--- src/rtl/fifo_uart_pkg.sv ---
// ---------------------------------------------------------------------------
// fifo_uart_pkg
// Shared definitions for the FIFO-draining UART transmitter.
//   tx_state_t  : transmitter state encoding (IDLE, FETCH, START, DATA, STOP)
//   FRAME_BITS  : bits per frame on the line for the default configuration
//   idxWidth()  : width of an index that counts 0..n-1, never narrower than 1
// No ports; imported by fifo_uart_tx and baud_counter.
// ---------------------------------------------------------------------------
package fifo_uart_pkg;

    typedef enum logic [2:0] {
        IDLE,
        FETCH,
        START,
        DATA,
        STOP
    } tx_state_t;

    localparam int DEF_DATA_WIDTH   = 8;
    localparam int DEF_CLKS_PER_BIT = 16;
    localparam int DEF_STOP_BITS    = 1;

    // Start bit + data bits + stop bits, counted in bit periods.
    localparam int FRAME_BITS = 1 + DEF_DATA_WIDTH + DEF_STOP_BITS;

    // A one-value counter still needs a 1-bit register.
    function automatic int idxWidth(input int n);
        return (n > 1) ? $clog2(n) : 1;
    endfunction

endpackage

--- src/rtl/baud_counter.sv ---
// ---------------------------------------------------------------------------
// baud_counter
// Free-running bit-period counter with two terminal counts: BIT_COUNT for a
// single serial bit and LONG_COUNT for the (possibly doubled) stop period.
// Ports:
//   clk       in   rising-edge clock
//   reset     in   asynchronous, active-low reset
//   clear     in   synchronous clear; holds the count at zero
//   long_sel  in   selects LONG_COUNT as the terminal count
//   tick      out  high on the last cycle of the selected period
// ---------------------------------------------------------------------------
module baud_counter
    import fifo_uart_pkg::*;
#(
    parameter int BIT_COUNT  = 16,
    parameter int LONG_COUNT = 16
) (
    input  logic clk,
    input  logic reset,
    input  logic clear,
    input  logic long_sel,
    output logic tick
);

    // Sized for the longer period so the stop phase cannot overflow.
    localparam int CW = idxWidth(LONG_COUNT);
    localparam logic [CW-1:0] BIT_LAST  = CW'(BIT_COUNT - 1);
    localparam logic [CW-1:0] LONG_LAST = CW'(LONG_COUNT - 1);

    logic [CW-1:0] count_q;
    logic [CW-1:0] count_d;

    // The count wraps to zero on tick so the next bit period starts cleanly,
    // which also lets the terminal count change at a bit boundary.
    always_comb begin
        tick    = (count_q == (long_sel ? LONG_LAST : BIT_LAST));
        count_d = count_q + 1'b1;
        if (clear || tick) begin
            count_d = '0;
        end
    end

    // Count register.
    always_ff @(posedge clk or negedge reset) begin
        if (!reset) begin
            count_q <= '0;
        end else begin
            count_q <= count_d;
        end
    end

endmodule

--- src/rtl/fifo_uart_tx.sv ---
// ---------------------------------------------------------------------------
// fifo_uart_tx
// Pops words from an upstream FIFO and sends each as an asynchronous frame:
// one start bit (low), DATA_WIDTH data bits LSB first, STOP_BITS stop bits.
// Ports:
//   clk           in   rising-edge clock
//   reset         in   asynchronous, active-low reset
//   enable        in   allows new frames to start (looked at only in IDLE)
//   fifo_rd_val   in   upstream FIFO is non-empty
//   fifo_rd_data  in   FIFO read data, valid the cycle after a pop
//   fifo_rd_en    out  combinational single-cycle pop request
//   tx            out  serial line, idles high
//   busy          out  high whenever a frame is being fetched or sent
//   tx_done       out  one-cycle pulse in the first IDLE cycle after a frame
// ---------------------------------------------------------------------------
module fifo_uart_tx
    import fifo_uart_pkg::*;
#(
    parameter int DATA_WIDTH   = DEF_DATA_WIDTH,
    parameter int CLKS_PER_BIT = DEF_CLKS_PER_BIT,
    parameter int STOP_BITS    = DEF_STOP_BITS
) (
    input  logic                  clk,
    input  logic                  reset,
    input  logic                  enable,
    input  logic                  fifo_rd_val,
    input  logic [DATA_WIDTH-1:0] fifo_rd_data,
    output logic                  fifo_rd_en,
    output logic                  tx,
    output logic                  busy,
    output logic                  tx_done
);

    localparam int IDX_W = idxWidth(DATA_WIDTH);
    localparam logic [IDX_W-1:0] LAST_IDX = IDX_W'(DATA_WIDTH - 1);

    tx_state_t             state_q, state_d;
    logic [DATA_WIDTH-1:0] shiftReg_q, shiftReg_d;
    logic [IDX_W-1:0]      bitIdx_q, bitIdx_d;
    logic                  txDone_q, txDone_d;

    logic baudClear;
    logic baudLong;
    logic baudTick;
    logic popReq;

    baud_counter #(
        .BIT_COUNT  (CLKS_PER_BIT),
        .LONG_COUNT (STOP_BITS * CLKS_PER_BIT)
    ) u_baud (
        .clk      (clk),
        .reset    (reset),
        .clear    (baudClear),
        .long_sel (baudLong),
        .tick     (baudTick)
    );

    // Next-state and output decode. The pop request is only ever raised in
    // IDLE, so at most one word leaves the FIFO per frame, and it is gated by
    // reset so nothing is popped while the block is held in reset.
    always_comb begin
        state_d    = state_q;
        shiftReg_d = shiftReg_q;
        bitIdx_d   = bitIdx_q;
        txDone_d   = 1'b0;
        baudClear  = 1'b0;
        baudLong   = 1'b0;
        popReq     = 1'b0;
        tx         = 1'b1;
        busy       = 1'b1;

        case (state_q)
            IDLE: begin
                busy      = 1'b0;
                baudClear = 1'b1;
                popReq    = reset & enable & fifo_rd_val;
                if (popReq) begin
                    state_d = FETCH;
                end
            end
            FETCH: begin
                // FIFO read data is registered, so it is valid here.
                baudClear  = 1'b1;
                shiftReg_d = fifo_rd_data;
                bitIdx_d   = '0;
                state_d    = START;
            end
            START: begin
                tx = 1'b0;
                if (baudTick) begin
                    bitIdx_d = '0;
                    state_d  = DATA;
                end
            end
            DATA: begin
                tx = shiftReg_q[0];
                if (baudTick) begin
                    shiftReg_d = shiftReg_q >> 1;
                    if (bitIdx_q == LAST_IDX) begin
                        bitIdx_d = '0;
                        state_d  = STOP;
                    end else begin
                        bitIdx_d = bitIdx_q + 1'b1;
                    end
                end
            end
            STOP: begin
                baudLong = 1'b1;
                if (baudTick) begin
                    txDone_d = 1'b1;
                    state_d  = IDLE;
                end
            end
            default: begin
                state_d = IDLE;
            end
        endcase

        fifo_rd_en = popReq;
    end

    // State, data and done-pulse registers; reset drops any in-flight word.
    always_ff @(posedge clk or negedge reset) begin
        if (!reset) begin
            state_q    <= IDLE;
            shiftReg_q <= '0;
            bitIdx_q   <= '0;
            txDone_q   <= 1'b0;
        end else begin
            state_q    <= state_d;
            shiftReg_q <= shiftReg_d;
            bitIdx_q   <= bitIdx_d;
            txDone_q   <= txDone_d;
        end
    end

    assign tx_done = txDone_q;

endmodule
--- config.mk ---
export PLATFORM = sky130hd
export DESIGN_NAME = fifo_uart_tx
export DESIGN_NICKNAME = d
export VERILOG_FILES = /design/src/rtl/fifo_uart_pkg.sv /design/src/rtl/baud_counter.sv /design/src/rtl/fifo_uart_tx.sv
export SDC_FILE = /design/constraint.sdc
export NUM_CORES = 1
export LEC_CHECK = 0
export ABC_AREA = 1
export CORE_AREA = 2 2 51 49
export CTS_CLUSTER_SIZE = 40
export DETAILED_ROUTE_END_ITERATION = 10
export DIE_AREA = 0 0 53 51
export HOLD_SLACK_MARGIN = 0.12
export PLACE_DENSITY = 0.73
export SLEW_MARGIN = 20
export SYNTH_ARGS = -nofsm -noshare
export SYNTH_HDL_FRONTEND = slang
export SYNTH_SLANG_ARGS = --single-unit
--- constraint.sdc ---
create_clock -name clk -period 2.9 [get_ports clk]
set_input_delay 0.58 -clock clk [delete_from_list [all_inputs] [get_ports clk]]
set_output_delay 0.58 -clock clk [all_outputs]
set_load 0.01 [all_outputs]
==> results.yml, run 1 <==
routing:
  drtPass1Iterations: 6
  antenna_left: 0
  drc: 0
  viasPerCell: 5.08
  avgRoutedWirePerCell_um: 11.0
  vias: 793
  wirelength_um: 1710
  dr.first_iter.drc_count: 13
setup_path:
  end_kind: "output port"
  worst-path-max-fanout: 2
  crit_arrival_ns: 1.81
  cp-start-kind: "input port"
  required_ns: 2.32
  worst-setup-path-type: "in2out"
synth:
  synth_cell_types: 25
  muxShareOfSynthArea_pct: 0
  synth_top_flop_cell: "dfrtp_1"
  synth_compound_area_share_pct: 17.7
  syn_nets: 127
  synth_area_leaders: "dfrtp_1 (45%), nand2_1 (8.2%), o21ai_2 (6.7%)"
  synth.top_cell.area_share_pct: 45.1
  synth_xor_area_share_pct: 1.66
  yosysMostFrequentCell: "nand2_1"
  synth_top_family_by_area: "simple AND/OR/NAND/NOR gates"
  synth_commonest_cells: "nand2_1 (23), dfrtp_1 (19), inv_1 (14)"
  yosys.area_share.simple_pct: 22.0
  syn_area_mm2: 0.00105
  ys_seq_area_share_pct: 45.1
  synth-edff-count: 0
  avgSynthCellArea_um2: 9.41
  synthCells: 112
  synth_top_area_cell: "dfrtp_1"
  ys_ff_latch: 19
  synthArstFlopShare_pct: 100
  synth_fa_ha_area_share_pct: 3.56
  ys_warn_count: 0
finish:
  fillers: 214
  seq_area_um2: 475
  antenna_cells: 0
  multiInputGateArea_um2: 473
  drive_gt1_share_pct: 15.6
  area_growth_pct: 16.4
  fin_nets: 144
placement:
  port_buffers: 15
  place_ws_ns: 0.517
  gp_congestion: 0.800
  dp_hpwl_um: 1280
grt:
  grt_start_max_net_pins: 20
  grt_use_met2_pct: 24.8
  grt_util_met3_pct: 3.51
  busiest_layer: "met2"
  grt_pass1_vias: 737
  grt_pass1_wl_um: 3120
  antenna_found_initial: 0
  grt_usage_pct: 16.0
  overflow: 0
  use_met1_pct: 20.4
power:
  peakVddDrop_uv: 519
  p_leak_nw: 0.558
  p_per_area_mw_per_mm2: 922
sta:
  period_minus_slack_ns: 2.39
  drv_slew: 0
  fin_skew_ns: 0.00751
  final.period_utilization_pct: 82.3
  worst_hold_slack_ns: 0.478
  fin_ws_ns: 0.514
  finalSetupTns_ns: 0
  rsz0062_at_grt: "no"
  timing.fmax_ghz: 0.419
  worst_pin_slew_ns: 0.573
  relSlewSlack_pct: 61.6
  setup_viol: 0
  hold_viol: 0
floorplan:
  die_w_um: 53
  coreArea_mm2: 0.00223
  core.rowCount: 17
  dieArea_mm2: 0.00270
  io-pin-count: 16
  die_h_um: 51
  start_util_pct: 47.2
clock_network:
  clock_sinks: 19
  cts_buffers: 3
  hold_buffers: 0
  htreeDepth: 1
  clk_latency_ns: 0.30
  clk_path_buf_depth: 2
  cts_resized: 0
  root_buffer: "clkbuf_4"
  cts_setup_buffers: 0
  clk_pin_slew_worst_paths_ns: 0.10
  cts_tree: "built"
status:
  outcome: "finished clean"
flow_run:
  drv_cap: 0
hold_path:
  hp-class: "reg2reg"
[final timing paths]
kind                                             start                     endpoint  slack [ns]  cells past startpoint
setup / recovery                                 reset                   fifo_rd_en        0.51                      4
hold / removal             u_baud.count_q[0]$_DFF_PN0_  u_baud.count_q[0]$_DFF_PN0_        0.48                      1
setup reg to reg           u_baud.count_q[0]$_DFF_PN0_    shiftReg_q[1]$_DFFE_PN0P_        1.25                      5
hold reg to reg            u_baud.count_q[0]$_DFF_PN0_  u_baud.count_q[0]$_DFF_PN0_        0.48                      1
max in group asynchronous                        reset    shiftReg_q[4]$_DFFE_PN0P_        2.05                      2
min in group asynchronous                        reset       state_q[1]$_DFFE_PN0P_        0.63                      2
[worst max-delay path: stages]
cell and delay [ns]:
clkdlybuf4s50_1 0.48, nand3_1 0.11, nor2_1 0.11, clkdlybuf4s50_1 0.53
[power breakdown]
group	internal [mW]	total (mW)	switching, mW
combinational	0.218	0.542	0.325
sequential	0.374	0.454	0.0800
clock	0.0535	0.134	0.0804
total	0.646	1.13	0.485
[flip-flops by register name, summed over array words and instances, names as in the netlist]
register,cells
state_q,3
shiftReg_q,8
tx_done,1
bitIdx_q,3
u_baud.count_q,4
[layer usage]
metal / share of wire, % / routed length [µm]
met1: 46 / 781
met2: 49 / 837
met3: 3.7 / 63
met5: 0 / 0
met4: 1.6 / 27
[stage by stage]
| stage | util, % | cell area [µm²] | cells | power [mW] |
|---|---|---|---|---|
| final | 54.9 | 1230 | 156 | 1.13 |
| after global routing | 54.9 | 1230 | 156 | 1.24 |
| after CTS | 54.9 | 1230 | 156 | 1.15 |
| after detailed placement | 53.7 | 1200 | 152 | 1.01 |
| after global placement | 53.7 | 1200 | 152 | 0.988 |
| after floorplan | - | 1050 | 112 | 0.922 |
[area by class of cell]
cell class              instances  area share [%]
multi-input cells              74            38.6
clock buffers                   4            2.14
repair buffers                 16            12.9
flip-flops and latches         19            38.8
well taps                      28            2.86
inverters                      15            4.80
[placed cells by master (no fill, tap or decap)]
cell type         n
nor2_1            9
o211ai_1          7
o21ai_2           8
inv_4             1
o21ai_0           1
xnor2_1           1
buf_4             1
o21ai_1           2
o21ai_4           1
a21oi_1           1
a31oi_1           1
clkbuf_4          3
clkbuf_1          1
nand3_4           1
nor2_4            1
clkdlybuf4s50_1  15
nand3_1           8
nor4_1            1
dfrtp_1          19
o211ai_4          1
xor2_1            1
nand4_1           1
ha_1              3
inv_1            14
nand2_1          23
nand3_2           3
[logic make-up (layout without fill, tap and decap cells)]
kind of cell / after synthesis / in the layout
AOI/OAI and AO/OA: 22 / 22
xor gates and xnor gates: 2 / 2
adders and majority gates: 3 / 3
buffers and inverters: 19 / 35
DFF: 19 / 19
and+or+nand+nor: 47 / 47
No activity file was read; power rests on OpenSTA's default activity.
==> inputs of run 2 (changes only) <==
CORE_AREA = 2 2 53 50   (was 2 2 51 49)
DIE_AREA = 0 0 55 52   (was 0 0 53 51)
PLACE_DENSITY = 0.72   (was 0.73)
clock period = 1.95 ns   (was 2.9 ns; I/O delays follow)
==> run 2 against run 1 <==
  * Wire length is 11% higher
  * Largest power group unchanged
  * Total power is 54% higher
  * Hold slack worse by 0.031 ns
  * Flip-flop and latch count stayed put
  * Sequential share of layout area is 1.5 points lower
  * Core utilization is 0.41 points lower
  * First-iteration DRC count is 31% higher
  * Final area is 4.0% higher
==> results.yml, run 2 (synthesis gave the netlist of run 1 again) <==
status:
  outcome: "finished clean"
setup_path:
  cpLargestDelayFamily: "buffers and inverters"
  slowest_delay_ns: 0.48
  r2r_slack_ns: 0.33
  required_ns: 1.56
  worst-setup-path-type: "reg2out"
  crit_arrival_ns: 1.40
  crit_chain: "nor2_2 > nand2_1 > clkdlybuf4s50_1"
  end_kind: "output port"
  cp-start-kind: "flip-flop"
  slowest_stage: "clkdlybuf4s50_1"
  worst-path-buf-inv: 1
  worst-path-max-fanout: 3
placement:
  dp_hpwl_um: 1440
  place_ws_ns: -0.0696
  port_buffers: 15
  gp_congestion: 0.784
power:
  p_sw_share_pct: 42.4
  clock_power_share_pct: 11.5
  p_leak_nw: 0.607
  power_mw: 1.74
  net-switching-power_mw: 0.738
  peakVddDrop_uv: 657
  p_int_mw: 1.00
  seqPwrFrac_pct: 36.9
  p_per_area_mw_per_mm2: 1370
  p_comb_share_pct: 51.7
finish:
  final_common_cell: "nand2_1"
  largest_register_ffs: 8
  layout_common_cells: "nand2_1 (23), dfrtp_1 (19), inv_1 (14)"
  top_regs: "shiftReg_q x8, u_baud.count_q x4"
  regMostFlops: "shiftReg_q"
  multiInputGateArea_um2: 475
  antenna_cells: 0
  fillers: 238
  fin_nets: 150
  area_growth_pct: 21.0
  drive_gt1_share_pct: 20.1
  seq_area_um2: 475
sta:
  relSlewSlack_pct: 65.8
  hold_viol: 0
  fin_ws_ns: 0.160
  timing.fmax_ghz: 0.559
  rsz0062_at_grt: "no"
  finalSetupTns_ns: 0
  final.period_utilization_pct: 91.8
  period_minus_slack_ns: 1.79
  fin_skew_ns: 0.00710
  worst_hold_slack_ns: 0.447
  drv_slew: 0
  worst_pin_slew_ns: 0.511
  setup_viol: 0
routing:
  antenna_left: 0
  drtPass1Iterations: 4
  drc: 0
  dr.first_iter.drc_count: 17
  vias: 815
  viasPerCell: 5.03
  avgRoutedWirePerCell_um: 11.7
  wirelength_um: 1900
grt:
  grt_pass1_vias: 807
  busiest_layer: "met2"
  antenna_found_initial: 0
  grt_start_max_net_pins: 20
  use_met1_pct: 20.2
  grt_usage_pct: 16.9
  grt_use_met2_pct: 29.4
  grt_pass1_wl_um: 3470
  grt_util_met3_pct: 6.03
  overflow: 0
floorplan:
  dieArea_mm2: 0.00286
  core.rowCount: 17
  start_util_pct: 45.0
  die_w_um: 55
  die_h_um: 52
  io-pin-count: 16
  coreArea_mm2: 0.00234
clock_network:
  cts_buffers: 3
  root_buffer: "clkbuf_4"
  clk_path_buf_depth: 2
  clk_pin_slew_worst_paths_ns: 0.11
  cts_tree: "built"
  cts_setup_buffers: 0
  hold_buffers: 0
  htreeDepth: 1
  clock_sinks: 19
  clk_latency_ns: 0.30
hold_path:
  hp-class: "in2async"
flow_run:
  drv_cap: 0
-- run 2: layer usage --
metal / routed length, µm / vias up
met5: 0 / -
met4: 0 / 0
met3: 97 / 0
met2: 1000 / 16
met1: 802 / 385
li1: - / 414
-- run 2: what timing repair did --
item                                    4_1_cts  5_1_grt
resized for setup                             1        2
endpoints found under the setup margin        1        2
pin swaps                                     0        0
-- run 2: through the flow --
step                      util (%)  cells  instance area, µm²
after floorplan                  -    112                1050
after global placement        53.2    158                1240
after detailed placement      53.2    158                1240
after CTS                     54.3    162                1270
after global routing          54.5    162                1270
final                         54.5    162                1270
-- run 2: final timing paths --
kind / from / cells past startpoint / endpoint
worst max-delay path: state_q[0]$_DFFE_PN0P_ / 3 / busy
max in group asynchronous: reset / 2 / shiftReg_q[3]$_DFFE_PN0P_
worst max register to register: u_baud.count_q[0]$_DFF_PN0_ / 5 / shiftReg_q[6]$_DFFE_PN0P_
min in group clk: u_baud.count_q[0]$_DFF_PN0_ / 1 / u_baud.count_q[0]$_DFF_PN0_
worst min-delay path: reset / 2 / tx_done$_DFF_PN0_
worst min register to register: u_baud.count_q[0]$_DFF_PN0_ / 1 / u_baud.count_q[0]$_DFF_PN0_
-- run 2: power by group through the flow --
stage	clock [mW]	combinational, mW	sequential (mW)
4_1_cts	0.215	0.917	0.642
2_1_floorplan	0	0.752	0.620
6_report	0.199	0.899	0.642
5_1_grt	0.230	1.04	0.660
3_5_place_dp	0	0.913	0.648
3_3_place_gp	0	0.878	0.638
-- run 2: area by class of cell --
cell class	instances	share of cell area, %
clock buffers	4	2.06
flip-flops and latches	19	37.3
well taps	28	2.75
inverters	15	4.61
repair buffers	22	16.0
multi-input cells	74	37.3
==> inputs of run 3 (changes only) <==
CAP_MARGIN = 20   (was default)
==> results of run 3 <==
Same layout as run 2: the final DEF is identical, and so are final timing and power.
